File: config.mk
export PLATFORM = sky130hd
export DESIGN_NAME = input_debouncer_flat
export DESIGN_NICKNAME = d
export VERILOG_FILES = /design/src/rtl/input_debouncer_if.sv /design/src/rtl/input_debouncer.sv /design/src/flat_wrapper.sv
export SDC_FILE = /design/constraint.sdc
export NUM_CORES = 1
export LEC_CHECK = 0
export CAP_MARGIN = 0
export CORE_MARGIN = 10
export CORE_UTILIZATION = 30
export DETAILED_ROUTE_END_ITERATION = 16
export HOLD_SLACK_MARGIN = 0.05
export PLACE_DENSITY = 0.56
export SLEW_MARGIN = 20
export SYNTH_ARGS = -nofsm -noshare
export SYNTH_HDL_FRONTEND = slang
export SYNTH_SLANG_ARGS = --single-unit
File: constraint.sdc
create_clock -name i_clk -period 1.76 [get_ports i_clk]
set_input_delay 0.352 -clock i_clk [delete_from_list [all_inputs] [get_ports i_clk]]
set_output_delay 0.352 -clock i_clk [all_outputs]
set_load 0.03 [all_outputs]
File: src/rtl/input_debouncer_if.sv
// Input debouncer bus: raw level in, debounced level, busy flag and edge strobes out.
// Latency: none (wires only).
// Backpressure: none; all signals are plain levels/strobes with no handshake.
interface input_debouncer_if;
  logic i_data;  // raw asynchronous level
  logic o_data;  // debounced level
  logic o_busy;  // candidate change under qualification
  logic o_rise;  // one-cycle strobe on debounced 0->1
  logic o_fall;  // one-cycle strobe on debounced 1->0

  // Consumer/stimulus side: drives the raw level, observes the results.
  modport master (
    output i_data,
    input  o_data,
    input  o_busy,
    input  o_rise,
    input  o_fall
  );

  // Debouncer side.
  modport slave (
    input  i_data,
    output o_data,
    output o_busy,
    output o_rise,
    output o_fall
  );
endinterface

File: src/rtl/input_debouncer.sv
// Debounces a raw asynchronous level: synchronizer chain, then a stable-window FSM.
// Latency: o_data follows a clean change SYNC_STAGES+CNT_STABLE edges after it is first sampled.
// Backpressure: none; free-running. Optional edge strobes under macro DEBOUNCE_EDGE_PULSE_EN.
module input_debouncer #(
  parameter int SYNC_STAGES = 2,      // 2..4
  parameter int CNT_STABLE  = 10_000  // >= 2
) (
  input  logic             i_clk,
  input  logic             i_rst_n,
  input_debouncer_if.slave bus
);

  localparam int CW = $clog2(CNT_STABLE + 1);
  localparam logic [CW-1:0] CNT_ZERO = '0;
  localparam logic [CW-1:0] CNT_ONE  = CW'(1);
  localparam logic [CW-1:0] CNT_LAST = CW'(CNT_STABLE - 1);

  typedef enum logic [1:0] {
    STABLE_LOW  = 2'd0,
    CHECK_HIGH  = 2'd1,
    STABLE_HIGH = 2'd2,
    CHECK_LOW   = 2'd3
  } state_t;

  logic [SYNC_STAGES-1:0] sync_q;
  logic                   s;
  state_t                 state_q;
  logic [CW-1:0]          cnt_q;
  logic                   data_q;
  logic                   busy_q;

  // Synchronizer chain; only the last stage is ever used downstream.
  always_ff @(posedge i_clk or negedge i_rst_n) begin
    if (!i_rst_n) begin
      sync_q <= '0;
    end else begin
      sync_q <= {sync_q[SYNC_STAGES-2:0], bus.i_data};
    end
  end

  assign s = sync_q[SYNC_STAGES-1];

`ifdef DEBOUNCE_EDGE_PULSE_EN
  logic rise_q;
  logic fall_q;
`endif

  // Qualification FSM; every output is registered alongside the state so
  // nothing downstream sees a combinational path from the input.
  always_ff @(posedge i_clk or negedge i_rst_n) begin
    if (!i_rst_n) begin
      state_q <= STABLE_LOW;
      cnt_q   <= CNT_ZERO;
      data_q  <= 1'b0;
      busy_q  <= 1'b0;
`ifdef DEBOUNCE_EDGE_PULSE_EN
      rise_q  <= 1'b0;
      fall_q  <= 1'b0;
`endif
    end else begin
`ifdef DEBOUNCE_EDGE_PULSE_EN
      // Strobes last exactly one cycle unless re-asserted below.
      rise_q <= 1'b0;
      fall_q <= 1'b0;
`endif
      case (state_q)
        STABLE_LOW: begin
          data_q <= 1'b0;
          busy_q <= 1'b0;
          cnt_q  <= CNT_ZERO;
          if (s) begin
            state_q <= CHECK_HIGH;
            cnt_q   <= CNT_ONE;
            busy_q  <= 1'b1;
          end
        end

        CHECK_HIGH: begin
          if (!s) begin
            // Level fell back before the window closed: abandon the candidate.
            state_q <= STABLE_LOW;
            cnt_q   <= CNT_ZERO;
            busy_q  <= 1'b0;
          end else if (cnt_q == CNT_LAST) begin
            state_q <= STABLE_HIGH;
            cnt_q   <= CNT_ZERO;
            data_q  <= 1'b1;
            busy_q  <= 1'b0;
`ifdef DEBOUNCE_EDGE_PULSE_EN
            rise_q  <= 1'b1;
`endif
          end else begin
            cnt_q <= cnt_q + CNT_ONE;
          end
        end

        STABLE_HIGH: begin
          data_q <= 1'b1;
          busy_q <= 1'b0;
          cnt_q  <= CNT_ZERO;
          if (!s) begin
            state_q <= CHECK_LOW;
            cnt_q   <= CNT_ONE;
            busy_q  <= 1'b1;
          end
        end

        CHECK_LOW: begin
          if (s) begin
            // Level came back high before the window closed.
            state_q <= STABLE_HIGH;
            cnt_q   <= CNT_ZERO;
            busy_q  <= 1'b0;
          end else if (cnt_q == CNT_LAST) begin
            state_q <= STABLE_LOW;
            cnt_q   <= CNT_ZERO;
            data_q  <= 1'b0;
            busy_q  <= 1'b0;
`ifdef DEBOUNCE_EDGE_PULSE_EN
            fall_q  <= 1'b1;
`endif
          end else begin
            cnt_q <= cnt_q + CNT_ONE;
          end
        end

        default: begin
          // Recover from any corrupted encoding to the reset state.
          state_q <= STABLE_LOW;
          cnt_q   <= CNT_ZERO;
          data_q  <= 1'b0;
          busy_q  <= 1'b0;
        end
      endcase
    end
  end

  assign bus.o_data = data_q;
  assign bus.o_busy = busy_q;

`ifdef DEBOUNCE_EDGE_PULSE_EN
  assign bus.o_rise = rise_q;
  assign bus.o_fall = fall_q;
`else
  // Edge strobes are not built in this configuration.
  assign bus.o_rise = 1'b0;
  assign bus.o_fall = 1'b0;
`endif

endmodule
File: src/flat_wrapper.sv
// flat-port wrapper written by rule: the top's interface ports become plain ports
module input_debouncer_flat 
#(
  parameter int SYNC_STAGES = 2,             
  parameter int CNT_STABLE  = 10_000         
)
  (i_clk, i_rst_n, bus_i_data, bus_o_data, bus_o_busy, bus_o_rise, bus_o_fall);
  input_debouncer_if bus_i ();
  input  logic i_clk;
  input  logic i_rst_n;
  input wire logic [$bits(bus_i.i_data)-1:0] bus_i_data;
  output wire logic [$bits(bus_i.o_data)-1:0] bus_o_data;
  output wire logic [$bits(bus_i.o_busy)-1:0] bus_o_busy;
  output wire logic [$bits(bus_i.o_rise)-1:0] bus_o_rise;
  output wire logic [$bits(bus_i.o_fall)-1:0] bus_o_fall;
  assign bus_i.i_data = bus_i_data;
  assign bus_o_data = bus_i.o_data;
  assign bus_o_busy = bus_i.o_busy;
  assign bus_o_rise = bus_i.o_rise;
  assign bus_o_fall = bus_i.o_fall;
  input_debouncer #(.SYNC_STAGES(SYNC_STAGES), .CNT_STABLE(CNT_STABLE)) u_core (.i_clk(i_clk), .i_rst_n(i_rst_n), .bus(bus_i));
endmodule
==> out/metrics.yaml, run 1 <==
avgSynthCellArea_um2: 10.2
cap_violations: 0
setup_viol: 0
crit_fanout: 3
synth_common_cells: "20 x dfrtp_1, 15 x nor2_1, 9 x xnor2_1"
grt_max_degree: 21
peakVddDrop_mv: 0.408
nNetsFinal: 136
dr_total_vias: 814
synthCells: 109
crit_path_start_kind: "flip-flop"
clock_latency_ns: 0.26
post-route-period-util_pct: 95.5
numCtsBuffers: 3
seq_area_frac_synth_pct: 44.9
grt_pass1_wl_mm: 3.86
finClkSkew_ns: 0.00213
min_path_type: "reg -> reg"
leakagePower_nw: 0.545
core.rowCount: 22
port-buffer-count: 4
drt_wl_total_mm: 2.11
clk_path_buf_depth: 2
first_global_vias: 824
die_area_um2: 6550
end_kind: "output pin"
crit_path_max_incr_delay_ns: 0.69
hold_viol_final: 0
outcome: "finished clean"
drt-initial-drc-count: 44
synth_top_area_share_pct: 44.9
critical_path_class: "reg -> out"
final_antenna_net_count: 0
start_util_pct: 30.7
grt_use_total_pct: 7.44
clkTransAtPathRegs_ns: 0.07
netlist_area_um2: 1110
max_freq_mhz: 595
synth_top_area_cell: "dfrtp_1"
cp_cell_sequence: "clkdlybuf4s50_1"
overflow: 0
ioPinCount: 7
drv_slew: 0
first_pass_iters: 4
die_width_um: 81.0
synth_top_flop_cell: "dfrtp_1"
synth_area_leaders: "dfrtp_1 45%, xnor2_1 7.1%, ha_1 6.7%"
cts_root_buf: "clkbuf_8"
vias_per_cell: 4.68
synth.distinct_cells: 33
crit_required_ns: 1.41
path_buf_inv: 1
core_area_um2: 3630
synth_edf_count: 0
gp_congestion: 0.745
post-dp-hpwl_mm: 1.52
htreeDepth: 1
die_h_um: 81.0
antenna_found_initial: 0
synth.most_common_cell: "dfrtp_1"
cts_tree: "yes"
diodes: 0
drc: 0
arrival_ns: 1.33
powerDensity_nw_per_um2: 1230
tns_ns: 0
ys_ff_latch: 20
numClockSinks: 20
areaGrowthSynthToFinish_pct: 20.9
cp_slowest_cell: "clkdlybuf4s50_1"
crit_family: "buffers and inverters"
layout_min_cycle_time_ns: 1.68
utilization_pct: 37.1
fillers: 372
yosysWarningCount: 0
post_drt_wl_per_cell_um: 12.1
drive_above_1_share_pct: 20.6
async_flop_share_pct: 100
[final timing paths]
| check | from | to | slack, ns | cells past startpoint |
|---|---|---|---|---|
| worst max register to register | u_core.cnt_q[12] | u_core.state_q[0] | 0.09 | 4 |
| worst min register to register | u_core.sync_q[0] | u_core.sync_q[1] | 0.35 | 0 |
| worst max-delay path | u_core.bus.o_data | bus_o_data | 0.08 | 1 |
| min in group asynchronous | i_rst_n | u_core.bus.o_data | 0.42 | 2 |
| max in group asynchronous | i_rst_n | u_core.cnt_q[5] | 1.11 | 2 |
| worst min-delay path | u_core.sync_q[0] | u_core.sync_q[1] | 0.35 | 0 |
[power breakdown]
group / internal (mW) / switching [mW]
clock: 0.199 / 0.154
combinational: 0.341 / 0.378
sequential: 0.530 / 0.0508
[per-layer routing]
layer  wire length (µm)  track usage, %
met2                923            11.0
met5                  0               0
met3                 87            2.54
met1               1040            9.29
met4                 55            4.15
[cells by family (layout without fill, tap and decap cells)]
group | count (synthesis) | in the layout | synth area share (%)
AOI/OAI and AO/OA | 13 | 13 | 10.3
and+or+nand+nor | 45 | 45 | 22.0
xor gates and xnor gates | 11 | 11 | 8.64
adders and majority gates | 6 | 6 | 6.73
muxes | 3 | 3 | 2.81
DFF | 20 | 20 | 44.9
other | 1 | 2 | 0.336
buffers and inverters | 10 | 26 | 4.26
[cells in the final DEF (no fill, tap or decap), drive strengths merged]
master / count
dfrtp: 20
nor2: 15
buf: 12
xnor2: 9
inv: 6
nand2: 6
ha: 6
a21oi: 5
nand3: 5
nor4: 4
clkbuf: 4
clkdlybuf4s50: 4
nor3: 4
and3: 2
nand2b: 2
xor2: 2
nand4: 2
or3: 2
conb: 2
mux2i: 2
nor4b: 1
a41oi: 1
nor2b: 1
o21ai: 1
or2: 1
o31ai: 1
a221oi: 1
mux2: 1
o21bai: 1
a41o: 1
o31a: 1
o22a: 1
[area by class of cell]
cell class	instances	area [µm²]	share of cell area, %
Multi-Input combinational cell	80	577	42.8
Tap cell	48	60.1	4.46
Sequential cell	20	503	37.3
Inverter	6	22.5	1.67
Timing Repair Buffer	16	130	9.66
Clock buffer	4	55.1	4.09
[repair_timing]
item,in CTS,in global routing
resized for setup,0,4
setup endpoints to repair,0,11
hold buffers,0,0
setup buffers,0,7
[stage by stage]
step                      cell area, µm²  hold WS (ns)  instances  power (mW)  worst slack [ns]
final                               1350         0.353        174        1.65            0.0791
after global routing                1350         0.373        174        1.79          -0.00486
after CTS                           1290         0.357        167        1.59            0.0354
after detailed placement            1230         0.340        163        1.24            0.0492
after global placement              1230         0.336        163        1.22            0.0759
after floorplan                     1120        0.0564        110        1.07             0.103
[sequential cells by signal, indices dropped and copies added, names as in the netlist, named ones only]
name / flops
u_core.bus.o_data: 1
u_core.state_q: 1
u_core.cnt_q: 14
u_core.sync_q: 2
u_core.bus.o_busy: 1
(Power assumes the default switching activity.)
==> inputs of run 2 (changes only) <==
--- a/config.mk
+++ b/config.mk
@@ -7,10 +7,10 @@
 export LEC_CHECK = 0
 export CAP_MARGIN = 0
 export CORE_MARGIN = 10
-export CORE_UTILIZATION = 30
+export CORE_UTILIZATION = 51
 export DETAILED_ROUTE_END_ITERATION = 16
 export HOLD_SLACK_MARGIN = 0.05
-export PLACE_DENSITY = 0.56
+export PLACE_DENSITY = 0.81
 export SLEW_MARGIN = 20
 export SYNTH_ARGS = -nofsm -noshare
 export SYNTH_HDL_FRONTEND = slang
==> run 2 against run 1 <==
Sequential power about the same. Clock-buffer cell count is the same. Register-to-register slack about the same. Critical endpoint is now u_core.state_q[0]. Design area down 5.8%. Sequential share of layout area grew 2.2 points. Power shrank 6.8%. Global-route usage grew 2.5 points. Worst hold slack better by 0.0093 ns. Critical path type is now reg -> reg. Via count shrank 4.5%.
==> out/metrics.yaml, run 2 (same netlist as run 1, synthesis figures left out) <==
first_global_vias: 805
max_freq_mhz: 598
drive_above_1_share_pct: 15.6
setup_viol: 0
nNetsFinal: 132
drt-initial-drc-count: 38
start_util_pct: 55.1
cts_tree: "yes"
post-dp-hpwl_mm: 1.44
final_antenna_net_count: 0
ioPinCount: 7
clk_path_buf_depth: 2
wl_met2_um: 977
core.rowCount: 16
first_pass_iters: 4
multiInputGateArea_um2: 571
grt_pass1_wl_mm: 3.44
peakVddDrop_mv: 0.985
post_drt_wl_per_cell_um: 13.6
finClkSkew_ns: 0.00221
power.share.sequential_pct: 37.6
wl_met3_um: 104
largest_register_ff_count: 14
top_layer: "met4"
die_area_um2: 4460
min_path_type: "reg -> reg"
fin_total_pwr_mw: 1.54
whs_ns: 0.363
arrival_ns: 1.90
drv_slew: 0
gp_congestion: 0.804
antenna_found_initial: 0
htreeDepth: 1
cap_violations: 0
crit_fanout: 8
combPwrFrac_pct: 44.7
numClockSinks: 20
grt_use_total_pct: 9.99
grt_max_degree: 21
crit_path_max_incr_delay_ns: 0.42
reg.largest.list: "u_core.cnt_q x14, u_core.sync_q x2"
post-route-period-util_pct: 95.1
areaGrowthSynthToFinish_pct: 13.9
drt_wl_total_mm: 2.02
vias_per_cell: 5.21
seq_area_um2: 502
numCtsBuffers: 3
critical_path_class: "reg -> reg"
crit_path_start_kind: "flip-flop"
die_h_um: 66.8
core_area_um2: 2020
mostFrequentLayoutCells: "19 x dfrtp_1, 15 x nor2_1, 9 x xnor2_1"
clockPowerShare_pct: 17.7
dr_total_vias: 777
clkTransAtPathRegs_ns: 0.11
hold_viol_final: 0
cp_slowest_cell: "dfrtp_1"
powerDensity_nw_per_um2: 1210
port-buffer-count: 4
diodes: 0
clock_latency_ns: 0.31
power.internal_mw: 0.971
largest_register: "u_core.cnt_q"
outcome: "finished clean"
fillers: 180
met1Wirelength_um: 894
switching_share_pct: 36.9
drc: 0
path_buf_inv: 1
crit_family: "flip-flops"
layout_commonest_cell: "dfrtp_1"
cp_cell_sequence: "inv_1, ha_1, mux2i_1, a41oi_4, or2_1, a221oi_2"
overflow: 0
die_width_um: 66.8
crit_required_ns: 1.98
hp-start: "u_core.sync_q[0]"
utilization_pct: 62.8
netSwitchingPower_mw: 0.569
end_kind: "flip-flop"
layout_min_cycle_time_ns: 1.67
leakagePower_nw: 0.545
cts_root_buf: "clkbuf_4"
==> run 2: worst reg2reg max path, stage by stage (launching register included) <==
cell and delay [ns]:
dfrtp_1 0.42, inv_1 0.10, ha_1 0.21, mux2i_1 0.24
a41oi_4 0.09, or2_1 0.26, a221oi_2 0.27
==> run 2: worst paths after layout <==
path | to | slack, ns | depth (start not counted)
max in group asynchronous | u_core.cnt_q[7] | 1.17 | 2
min in group asynchronous | u_core.cnt_q[10] | 0.37 | 2
worst min-delay path | u_core.sync_q[1] | 0.36 | 0
worst min register to register | u_core.sync_q[1] | 0.36 | 0
worst max-delay path | u_core.state_q[0] | 0.09 | 6
worst max register to register | u_core.state_q[0] | 0.09 | 6
==> run 2: repair_timing <==
action	4_1_cts	5_1_grt
gates resized for setup	0	3
hold buffers	0	0
endpoints found under the setup margin	0	5
setup buffers	0	3
==> run 2: final cells by class <==
| cell class | count | share of cell area [%] |
|---|---|---|
| inverters | 6 | 1.77 |
| multi-input cells | 80 | 44.9 |
| repair buffers | 12 | 8.28 |
| clock buffers | 4 | 2.86 |
| flip-flops and latches | 20 | 39.5 |
| well taps | 27 | 2.66 |
==> run 2: through the flow <==
stage / instance area [µm²] / instances / setup WS, ns / TNS (ns)
6_report: 1270 / 149 / 0.0864 / 0
5_1_grt: 1270 / 149 / -0.0320 / -0.0320
4_1_cts: 1240 / 146 / 0.00467 / 0
3_5_place_dp: 1200 / 142 / 0.0378 / 0
3_3_place_gp: 1200 / 142 / 0.125 / 0
2_1_floorplan: 1120 / 110 / 0.103 / 0
==> run 2: routing by layer <==
| metal | vias to the layer above | global-route usage, % |
|---|---|---|
| met4 | 0 | 5.50 |
| met3 | 6 | 3.34 |
| met2 | 11 | 16.4 |
| met5 | - | 0 |
| li1 | 396 | - |
| met1 | 364 | 11.1 |
==> run 2: power groups by stage <==
stage | Combinational [mW] | Clock (mW) | Sequential, mW
finish | 0.688 | 0.273 | 0.579
floorplan | 0.444 | 0 | 0.626
detailed placement | 0.632 | 0 | 0.593
CTS | 0.637 | 0.284 | 0.584
global placement | 0.614 | 0 | 0.590
global route | 0.768 | 0.295 | 0.593
==> inputs of run 3 (changes only) <==
--- a/config.mk
+++ b/config.mk
@@ -6,11 +6,13 @@
 export NUM_CORES = 1
 export LEC_CHECK = 0
 export CAP_MARGIN = 0
+export CORE_ASPECT_RATIO = 1.25
 export CORE_MARGIN = 10
 export CORE_UTILIZATION = 51
 export DETAILED_ROUTE_END_ITERATION = 16
 export HOLD_SLACK_MARGIN = 0.05
 export PLACE_DENSITY = 0.81
+export SKIP_CTS_REPAIR_TIMING = 1
 export SLEW_MARGIN = 20
 export SYNTH_ARGS = -nofsm -noshare
 export SYNTH_HDL_FRONTEND = slang
==> run 3 against run 2 <==
Critical endpoint unchanged. Sequential share of layout area is 0.18 points higher. Die area is 0.25% higher. Sequential power hardly changed. Wire length is 2.2% lower.
==> out/metrics.yaml, run 3 (same netlist as run 1, synthesis figures left out) <==
fin_total_pwr_mw: 1.62
post_drt_wl_per_cell_um: 14.1
htreeDepth: 1
antenna_found_initial: 0
grt.met1_usage_pct: 11.7
crit_fanout: 8
seq_area_um2: 500
largest_register_ff_count: 14
numCtsBuffers: 3
mostFrequentLayoutCells: "20 x dfrtp_1, 15 x nor2_1, 9 x xnor2_1"
fillers: 170
core_area_um2: 2030
first_global_vias: 834
areaGrowthSynthToFinish_pct: 13.1
nNetsFinal: 130
setup_ws_ns: 0.102
post-route-period-util_pct: 94.2
multiInputGateArea_um2: 571
dr_total_vias: 778
crit_path_start_kind: "flip-flop"
die_h_um: 72.3
path_buf_inv: 0
post-route-cell-area_um2: 1260
grt_use_total_pct: 10.3
placed_area_um2: 1200
core.rowCount: 18
crit_path_max_incr_delay_ns: 0.45
grt_pass1_wl_mm: 3.57
drt-initial-drc-count: 14
r2r_slack_ns: 0.10
vias_per_cell: 5.56
min_path_type: "in -> async"
crit_family: "simple AND/OR/NAND/NOR gates"
layout_commonest_cell: "dfrtp_1"
arrival_ns: 1.89
grtUsageMet3_pct: 2.79
powerDensity_nw_per_um2: 1280
setup_viol: 0
diodes: 0
cp_cell_sequence: "nor4b_4, a41oi_4, or2_1, a221oi_2"
grt_busiest_layer: "met2"
layout_min_cycle_time_ns: 1.66
clk_path_buf_depth: 2
port-buffer-count: 4
drv_slew: 0
largest_register: "u_core.cnt_q"
overflow: 0
clock_latency_ns: 0.31
die_area_um2: 4470
hold_viol_final: 0
cts_root_buf: "clkbuf_4"
final_antenna_net_count: 0
dpl_worst_slack_ns: 0.0485
numClockSinks: 20
first_pass_iters: 4
crit_required_ns: 1.99
finClkSkew_ns: 0.00552
max_freq_mhz: 603
cts_tree: "yes"
utilization_pct: 62.2
ioPinCount: 7
grt_use_met2_pct: 16.8
leakagePower_nw: 0.543
cap_violations: 0
start_util_pct: 55.0
placedCellCount: 135
die_width_um: 61.8
outcome: "finished clean"
post-dp-hpwl_mm: 1.50
cp_slowest_cell: "dfrtp_1"
peakVddDrop_mv: 0.800
critical_path_class: "reg -> reg"
grt_max_degree: 21
clkTransAtPathRegs_ns: 0.12
drt_wl_total_mm: 1.98
reg.largest.list: "u_core.cnt_q x14, u_core.sync_q x2"
whs_ns: 0.359
tns_ns: 0
end_kind: "flip-flop"
drive_above_1_share_pct: 13.3
layout.cells.non_filler: 140
gp_congestion: 0.819
rsz0062_at_grt: "no"
drc: 0
run 3: worst paths after layout:
check,cells past startpoint,from,end
max in group asynchronous,2,i_rst_n,u_core.cnt_q[6]
min in group i_clk,0,u_core.sync_q[0],u_core.sync_q[1]
worst max-delay path,4,u_core.cnt_q[7],u_core.state_q[0]
worst min register to register,0,u_core.sync_q[0],u_core.sync_q[1]
worst min-delay path,2,i_rst_n,u_core.cnt_q[9]
worst max register to register,4,u_core.cnt_q[7],u_core.state_q[0]
run 3: worst register-to-register path: cells and delay by family, from the launching register on:
family	cells	cell delay, ns
compound gates	2	0.47
flops	1	0.45
simple gates	2	0.66
run 3: cell type report:
| cell class | count | share of cell area [%] |
|---|---|---|
| clock buffer | 3 | 1.79 |
| clock inverter | 1 | 2.38 |
| inverter | 6 | 1.79 |
| multi-input combinational | 80 | 45.2 |
| sequential | 20 | 39.7 |
| tap | 20 | 1.98 |
| timing repair buffer | 10 | 7.14 |
run 3: metal layers:
layer / vias up / part of all wire (%) / routed length (µm)
li1: 389 / - / -
met1: 377 / 42 / 838
met2: 7 / 53 / 1050
met3: 5 / 2.2 / 43
met4: 0 / 2.2 / 44
met5: - / 0 / 0
run 3: power by group:
group          switching (mW)  total, mW  internal [mW]
clock network           0.150      0.380          0.231
logic                   0.367      0.660          0.294
registers              0.0467      0.576          0.530
